**config.mk**
```make
export PLATFORM = sky130hd
export DESIGN_NAME = pipe_sched_flat
export DESIGN_NICKNAME = d
export VERILOG_FILES = /design/src/rtl/pipe_sched_if.sv /design/src/rtl/pipe_sched.sv /design/src/flat_wrapper.sv
export SDC_FILE = /design/constraint.sdc
export NUM_CORES = 1
export LEC_CHECK = 0
export CORE_UTILIZATION = 41
export DETAILED_ROUTE_END_ITERATION = 7
export HOLD_SLACK_MARGIN = 0.12
export PLACE_DENSITY = 0.77
export SYNTH_ARGS = -nofsm -noshare
export SYNTH_HDL_FRONTEND = slang
export SYNTH_SLANG_ARGS = --single-unit
```
**constraint.sdc**
```tcl
create_clock -name clk -period 2 [get_ports clk]
set_input_delay 0.2 -clock clk [delete_from_list [all_inputs] [get_ports clk]]
set_output_delay 0.2 -clock clk [all_outputs]
set_load 0.05 [all_outputs]
```
**src/rtl/pipe_sched_if.sv**
```systemverilog
// pipe_sched_if: decode-side inputs and pipeline control outputs of the sequencing controller
interface pipe_sched_if;
  logic       id_valid;
  logic [1:0] id_ra;
  logic [1:0] id_rb;
  logic [1:0] id_reads;
  logic       id_wr;
  logic [1:0] id_rd;
  logic       id_load;
  logic       id_mem;
  logic       ex_taken;
  logic       int_req;
  logic       pc_en;
  logic [1:0] pc_sel;
  logic       ifid_en;
  logic       ifid_flush;
  logic       idex_flush;
  logic [1:0] fwd_a;
  logic [1:0] fwd_b;
  logic       int_push;
  logic       int_ack;
  modport master (
    output id_valid, id_ra, id_rb, id_reads, id_wr, id_rd, id_load, id_mem, ex_taken, int_req,
    input  pc_en, pc_sel, ifid_en, ifid_flush, idex_flush, fwd_a, fwd_b, int_push, int_ack
  );
  modport slave (
    input  id_valid, id_ra, id_rb, id_reads, id_wr, id_rd, id_load, id_mem, ex_taken, int_req,
    output pc_en, pc_sel, ifid_en, ifid_flush, idex_flush, fwd_a, fwd_b, int_push, int_ack
  );
endinterface

```
**src/rtl/pipe_sched.sv**
```systemverilog
// pipe_sched: hazard, forwarding and interrupt-entry sequencing for the IF/ID/EX/MEM pipeline
module pipe_sched (
  input  logic         clk,
  input  logic         rst,
  pipe_sched_if.slave  bus
);
  typedef struct packed {
    logic       v;
    logic       wr;
    logic [1:0] rd;
    logic       load;
    logic       mem;
  } shadow_t;
  typedef enum logic [1:0] {IDLE, DRAIN, PUSH, VECTOR} state_t;
  shadow_t ex_s, mem_s;
  state_t  state, nxt;
  logic ex_a, ex_b, mem_a, mem_b, load_use, struct_hz, drained;
  assign ex_a  = ex_s.v  & ex_s.wr  & (ex_s.rd  == bus.id_ra) & bus.id_reads[1] & bus.id_valid;
  assign ex_b  = ex_s.v  & ex_s.wr  & (ex_s.rd  == bus.id_rb) & bus.id_reads[0] & bus.id_valid;
  assign mem_a = mem_s.v & mem_s.wr & (mem_s.rd == bus.id_ra) & bus.id_reads[1] & bus.id_valid;
  assign mem_b = mem_s.v & mem_s.wr & (mem_s.rd == bus.id_rb) & bus.id_reads[0] & bus.id_valid;
  assign load_use  = (ex_a | ex_b) & ex_s.load;
  assign struct_hz = mem_s.v & mem_s.mem;
  assign drained   = ~bus.id_valid & ~ex_s.v & ~mem_s.v;
  always_comb begin
    bus.fwd_a = rst ? 2'b00 : (ex_a & ~ex_s.load) ? 2'b01 : mem_a ? 2'b10 : 2'b00;
    bus.fwd_b = rst ? 2'b00 : (ex_b & ~ex_s.load) ? 2'b01 : mem_b ? 2'b10 : 2'b00;
    nxt = state == IDLE  ? (bus.int_req ? DRAIN : IDLE) :
          state == DRAIN ? (drained ? PUSH : DRAIN) :
          state == PUSH  ? VECTOR : IDLE;
  end
  // Control outputs follow the stall/flush priority; a taken branch still redirects while draining
  always_comb begin
    bus.pc_en      = 1'b1;
    bus.pc_sel     = 2'b00;
    bus.ifid_en    = 1'b1;
    bus.ifid_flush = 1'b0;
    bus.idex_flush = 1'b0;
    bus.int_push   = 1'b0;
    bus.int_ack    = 1'b0;
    if (rst) begin
      bus.pc_en      = 1'b0;
      bus.ifid_en    = 1'b0;
      bus.ifid_flush = 1'b1;
      bus.idex_flush = 1'b1;
    end else if (state == PUSH) begin
      bus.pc_en      = 1'b0;
      bus.ifid_flush = 1'b1;
      bus.idex_flush = 1'b1;
      bus.int_push   = 1'b1;
    end else if (state == VECTOR) begin
      bus.pc_sel     = 2'b10;
      bus.ifid_flush = 1'b1;
      bus.int_ack    = 1'b1;
    end else if (bus.ex_taken) begin
      bus.pc_sel     = 2'b01;
      bus.ifid_flush = 1'b1;
      bus.idex_flush = 1'b1;
    end else if (state == DRAIN || struct_hz) begin
      bus.pc_en      = 1'b0;
      bus.ifid_flush = 1'b1;
    end else if (load_use) begin
      bus.pc_en      = 1'b0;
      bus.ifid_en    = 1'b0;
      bus.idex_flush = 1'b1;
    end
    if (!rst && state == IDLE && !bus.ex_taken && load_use) begin
      bus.pc_en      = 1'b0;
      bus.ifid_en    = 1'b0;
      bus.ifid_flush = 1'b0;
      bus.idex_flush = 1'b1;
    end
  end
  always_ff @(posedge clk) begin
    state <= rst ? IDLE : nxt;
    ex_s  <= (rst | bus.idex_flush) ? '0 :
             {bus.id_valid, bus.id_wr, bus.id_rd, bus.id_load, bus.id_mem};
    mem_s <= rst ? '0 : ex_s;
  end
endmodule

```
**src/flat_wrapper.sv**
```systemverilog
// flat-port wrapper written by rule: the top's interface ports become plain ports
module pipe_sched_flat 
  (clk, rst, bus_id_valid, bus_id_ra, bus_id_rb, bus_id_reads, bus_id_wr, bus_id_rd, bus_id_load, bus_id_mem, bus_ex_taken, bus_int_req, bus_pc_en, bus_pc_sel, bus_ifid_en, bus_ifid_flush, bus_idex_flush, bus_fwd_a, bus_fwd_b, bus_int_push, bus_int_ack);
  pipe_sched_if bus_i ();
  input  logic clk;
  input  logic rst;
  input wire logic [$bits(bus_i.id_valid)-1:0] bus_id_valid;
  input wire logic [$bits(bus_i.id_ra)-1:0] bus_id_ra;
  input wire logic [$bits(bus_i.id_rb)-1:0] bus_id_rb;
  input wire logic [$bits(bus_i.id_reads)-1:0] bus_id_reads;
  input wire logic [$bits(bus_i.id_wr)-1:0] bus_id_wr;
  input wire logic [$bits(bus_i.id_rd)-1:0] bus_id_rd;
  input wire logic [$bits(bus_i.id_load)-1:0] bus_id_load;
  input wire logic [$bits(bus_i.id_mem)-1:0] bus_id_mem;
  input wire logic [$bits(bus_i.ex_taken)-1:0] bus_ex_taken;
  input wire logic [$bits(bus_i.int_req)-1:0] bus_int_req;
  output wire logic [$bits(bus_i.pc_en)-1:0] bus_pc_en;
  output wire logic [$bits(bus_i.pc_sel)-1:0] bus_pc_sel;
  output wire logic [$bits(bus_i.ifid_en)-1:0] bus_ifid_en;
  output wire logic [$bits(bus_i.ifid_flush)-1:0] bus_ifid_flush;
  output wire logic [$bits(bus_i.idex_flush)-1:0] bus_idex_flush;
  output wire logic [$bits(bus_i.fwd_a)-1:0] bus_fwd_a;
  output wire logic [$bits(bus_i.fwd_b)-1:0] bus_fwd_b;
  output wire logic [$bits(bus_i.int_push)-1:0] bus_int_push;
  output wire logic [$bits(bus_i.int_ack)-1:0] bus_int_ack;
  assign bus_i.id_valid = bus_id_valid;
  assign bus_i.id_ra = bus_id_ra;
  assign bus_i.id_rb = bus_id_rb;
  assign bus_i.id_reads = bus_id_reads;
  assign bus_i.id_wr = bus_id_wr;
  assign bus_i.id_rd = bus_id_rd;
  assign bus_i.id_load = bus_id_load;
  assign bus_i.id_mem = bus_id_mem;
  assign bus_i.ex_taken = bus_ex_taken;
  assign bus_i.int_req = bus_int_req;
  assign bus_pc_en = bus_i.pc_en;
  assign bus_pc_sel = bus_i.pc_sel;
  assign bus_ifid_en = bus_i.ifid_en;
  assign bus_ifid_flush = bus_i.ifid_flush;
  assign bus_idex_flush = bus_i.idex_flush;
  assign bus_fwd_a = bus_i.fwd_a;
  assign bus_fwd_b = bus_i.fwd_b;
  assign bus_int_push = bus_i.int_push;
  assign bus_int_ack = bus_i.int_ack;
  pipe_sched u_core (.clk(clk), .rst(rst), .bus(bus_i));
endmodule
```
; ---- After elaboration in Yosys (flattened, before gate mapping)
; Index checks and enable logic that the tools add are counted.
[word_totals]
reg_bits = 13
latchBits = 0
ramBits = 0
mem_bits_ro = 0
input_bits = 16
output_inout_bits = 12
word_cells = 96
mem_count = 0
[op_classes]
add_sub_neg = 0
mul = 0
div = 0
n_lt_le_gt_ge = 0
eq_ne = 7
shifts = 0
mux = 46
n_bitwise = 26
reduce_logical = 7
[ops]
columns = operator, count
row1 = 1-bit 2-to-1 mux, 33
row2 = 2-bit 2-to-1 mux, 13
row3 = 1-bit bitwise AND, 20
row4 = 2-bit equality test, 4
row5 = "2-bit equality test, second input constant", 2
row6 = 1-bit inverter, 4
row7 = 1-bit logical AND, 3
row8 = "2-bit by 1-bit equality test with 1-bit output, second input constant", 1
row9 = 1-bit logical NOT, 2
row10 = 2-bit logical NOT, 1
row11 = 1-bit OR, 2
row12 = 1-bit logical OR, 1

; ---- Logic depth before layout (Yosys ltp)
[logic_depth]
depth_word = 14
mapped_depth = 5
ltp_nobuf = 4

; ---- Least setup slack after synthesis
; OpenSTA, ideal clock, no wires.
[synth_path]
path_type = register to output
start = reg u_core.ex_s[2] in the netlist's numbering
end = out bus_fwd_a[1]
arrival_ns = 2.137
required_time_ns = 1.800
slack_ns = -0.337
stages_incl_launch_ff = 5
path_buffers = 0
cell_sequence = dfxtp_1 -> xor2_1 -> or3_2 -> nor2_1 -> nor4_1
[synth_via]
elab_chain_len = 7
[synth_lines]
columns = item, line
row1 = start: declaration, pipe_sched.sv:15  ; shadow_t ex_s, mem_s;
row2 = start signal: assignment, pipe_sched.sv:76  ; ex_s <= (rst | bus.idex_flush) ? '0 :
row3 = 2-bit equality test, pipe_sched.sv:18  ; assign ex_a = ex_s.v & ex_s.wr & (ex_s.rd == bus.id_ra) & bus.id_reads[1] & bus.id_valid;
row4 = 1-bit bitwise AND (3 in series), pipe_sched.sv:18
row5 = 1-bit bitwise AND, pipe_sched.sv:26  ; bus.fwd_a = rst ? 2'b00 : (ex_a & ~ex_s.load) ? 2'b01 : mem_a ? 2'b10 : 2'b00;
row6 = 2-bit 2-to-1 mux (2 in series), pipe_sched.sv:26
row7 = end: declaration, flat_wrapper.sv:22  ; output wire logic [$bits(bus_i.fwd_a)-1:0] bus_fwd_a;
; Every way passes these cells.

; ---- Worst setup path in the final report
[layout_path]
start = in bus_id_rb[1]
end = out bus_idex_flush
[layout_via]
elab_chain_len = 13
elab_cells_between_ends = 14
classes_between = eq/ne: 1 / mux: 7 / bitwise: 5 / reduce/logical: 1
[layout_lines]
columns = item, line
row1 = start: declaration, flat_wrapper.sv:9  ; input wire logic [$bits(bus_i.id_rb)-1:0] bus_id_rb;
row2 = 2-bit equality test *, pipe_sched.sv:19  ; assign ex_b = ex_s.v & ex_s.wr & (ex_s.rd == bus.id_rb) & bus.id_reads[0] & bus.id_valid;
row3 = 1-bit bitwise AND * (3 in series), pipe_sched.sv:19
row4 = 1-bit OR *, pipe_sched.sv:22  ; assign load_use = (ex_a | ex_b) & ex_s.load;
row5 = 1-bit bitwise AND *, pipe_sched.sv:22
row6 = 1-bit 2-to-1 mux, pipe_sched.sv:62  ; end else if (load_use) begin
row7 = 1-bit 2-to-1 mux, pipe_sched.sv:59  ; end else if (state == DRAIN || struct_hz) begin
row8 = 1-bit 2-to-1 mux, pipe_sched.sv:55  ; end else if (bus.ex_taken) begin
row9 = 1-bit 2-to-1 mux, pipe_sched.sv:51  ; end else if (state == VECTOR) begin
row10 = 1-bit 2-to-1 mux, pipe_sched.sv:46  ; end else if (state == PUSH) begin
row11 = 1-bit 2-to-1 mux, pipe_sched.sv:41  ; if (rst) begin
row12 = 1-bit 2-to-1 mux *, pipe_sched.sv:67  ; if (!rst && state == IDLE && !bus.ex_taken && load_use) begin
row13 = end: declaration, flat_wrapper.sv:21  ; output wire logic [$bits(bus_i.idex_flush)-1:0] bus_idex_flush;
; Every way passes the cells marked *; elsewhere a longest branch is shown, timed or not.

==> reports/results.tsv <==
metric	value	unit
synthXorXnorAreaFrac	10.2	%
worstSetupPathType	primary input to output port	
min_period_over_period	98.1	%
start_util	44.7	%
antenna_found_initial	0	
drive_above_1_share	36.7	%
drtIter0Drc	7	
synth_top_family_by_area	simple AND/OR/NAND/NOR gates	
ys_seq_area_share	37.7	%
synth_warnings	0	
dp_hpwl	1320	um
final_common_cell	clkdlybuf4s50_1	
fin_total_pwr	614	uW
synth_adder_area_share	0	%
cts_root_buffer	clkbuf_4	
viasPerCell	5.29	
place.port_buffers	27	
fp-row-count	14	
synth_compound_area_share	8.17	%
end_kind	output port	
vias	661	
drt-total-wl	1590	um
htree_levels	1	
utilization	75.2	%
worst_pin_slew	0.376	ns
hold_depth	3	
drv_slew	0	
status	finished, final reports clean	
cts_buffers	3	
cts_tree	done	
synthArstFlopShare	0	%
muxShareOfSynthArea	0	%
cts.sinks	13	
synth_area	689	um2
arrival	1.76	ns
max-slew-margin-rel	74.7	%
dieArea	0.00185	mm2
synthToLayoutAreaGrowth	68.2	%
cts.clk_slew.worst_paths	0.08	ns
fin_crit	1.96	ns
reg2reg_depth	5	
drtAntennaViolNets	0	
firstDrtPassIters	3	
grt_pass1_vias	663	
grt_max_degree	11	
fin_skew	0.0104	ns
drv_cap	0	
grt-ovfl-total	0	
finalHoldWorstSlack	0.452	ns
synth_simple_gate_area_share	40.7	%
die_x	43.0	um
ios	28	
gp_congestion	0.794	
synth_top_area_share	37.7	%
ys_ff_latch	13	
layout_common_cells	12 x clkdlybuf4s50_1, 11 x dfxtp_1, 9 x nor2b_1, 9 x buf_12, 7 x buf_4	
avgSynthCellArea	9.07	um2
hp-class	primary input to flip-flop	
synth_edf_count	0	
ys.flop_type	dfxtp_1	
critPathMaxFanout	3	
syn-num-nets	92	
setup_viol	0	
power_density	529	mW/mm2
peakVddDrop	0.513	mV
nFillCells	107	
yosysTopAreaCell	dfxtp_1	
drc_errors	0	
power_leakage	0.473	nW
clk_latency	0.27	ns
routedWlPerCell	12.7	um
startpoint_type	primary input	
n_antenna_cell	0	
grt_util_all_layers	19.8	%
rsz0062_at_grt	true	
grt_pass1_wl	2750	um
hold_buffers	0	
yosysUniqueCellTypes	27	
cp.required	1.80	ns
yosys-top-cells-area	dfxtp_1 38%, nor2b_1 8.2%, nor2b_2 7.6%	
core_area	0.00154	mm2
die_h	43.0	um
hold_violations	0	
fin_nets	126	
fmax	0.510	GHz
netlist_instances	76	
max-clock-path-buffers	2	
## cells by family after synthesis
logic type,Yosys count
XOR/XNOR,8
AO/OA/AOI/OAI,7
buffers and inverters,5
AND/OR/NAND/NOR,43
flip-flops,13
## worst paths after layout
kind / from / end / slack [ns]
worst max register to register: u_core.ex_s[1] / u_core.ex_s[3] / 0.35
worst min register to register: u_core.ex_s[0] / u_core.mem_s[0] / 0.45
worst min-delay path: bus_id_valid / u_core.ex_s[5] / 0.45
worst max-delay path: bus_id_rb[1] / bus_idex_flush / 0.04
## report_power, final
group	switching (mW)	total (mW)	internal (mW)	leakage, nW
registers	0.0156	0.289	0.274	0.107
clock network	0.0814	0.155	0.0740	0.0177
logic	0.0815	0.169	0.0877	0.348
total	0.179	0.614	0.436	0.473
## stage by stage
step / TNS, ns / instance area (um2) / worst slack [ns] / instances
after global placement: 0 / 1110 / 0.00610 / 120
final: 0 / 1160 / 0.0376 / 125
after global routing: -0.0476 / 1160 / -0.0172 / 125
after detailed placement: -0.211 / 1110 / -0.0381 / 120
after floorplan: 0 / 717 / 0.0110 / 76
after CTS: 0 / 1130 / 0.0197 / 124
## worst max-delay path, stage by stage
cell and delay (ns):
clkdlybuf4s50_1 0.46, xor2_1 0.18, or4_4 0.53, a31oi_4 0.23, buf_12 0.16
## layer usage
layer | vias to the layer above | routed length (um) | track usage, % | share of wire (%)
met4 | 0 | 46 | 12.1 | 2.9
met3 | 6 | 59 | 2.13 | 3.7
met1 | 305 | 637 | 21.5 | 40
met5 | - | 0 | 0 | 0
met2 | 21 | 844 | 36.1 | 53
li1 | 329 | - | - | -
## synth_stat cells (2+ instances only)
cell type / instances
nand2_1: 2
nor3b_1: 2
nor2b_1: 9
xor2_1: 6
nor2_1: 4
xnor2_1: 2
or4_4: 2
clkbuf_1: 3
a21oi_1: 3
nor4_1: 3
dfxtp_1: 13
nor2b_2: 6
nand3_1: 2
nor3_1: 5
nand4_1: 2
## layout make-up
class                           instances  area [um2]  area share (%)
Timing Repair Buffer                   33         409            35.3
Tap cell                               16        20.0            1.73
Inverter                                1        3.75           0.324
Clock buffer                            3        22.5            1.94
Sequential cell                        13         263            22.7
Multi-Input combinational cell         58         437            37.6
Clock inverter                          1        5.00           0.432
## flip-flops by register name (all words and copies together), names as in the netlist
register and count:
u_core.ex_s 6, u_core.mem_s 5, u_core.state 2
## repair_timing
item	4_1_cts	5_1_grt
pin swaps	0	6
gates resized for setup	1	7
setup buffers	0	1
endpoints found under the setup margin	4	5
No activity file was read; power rests on OpenSTA's default activity.
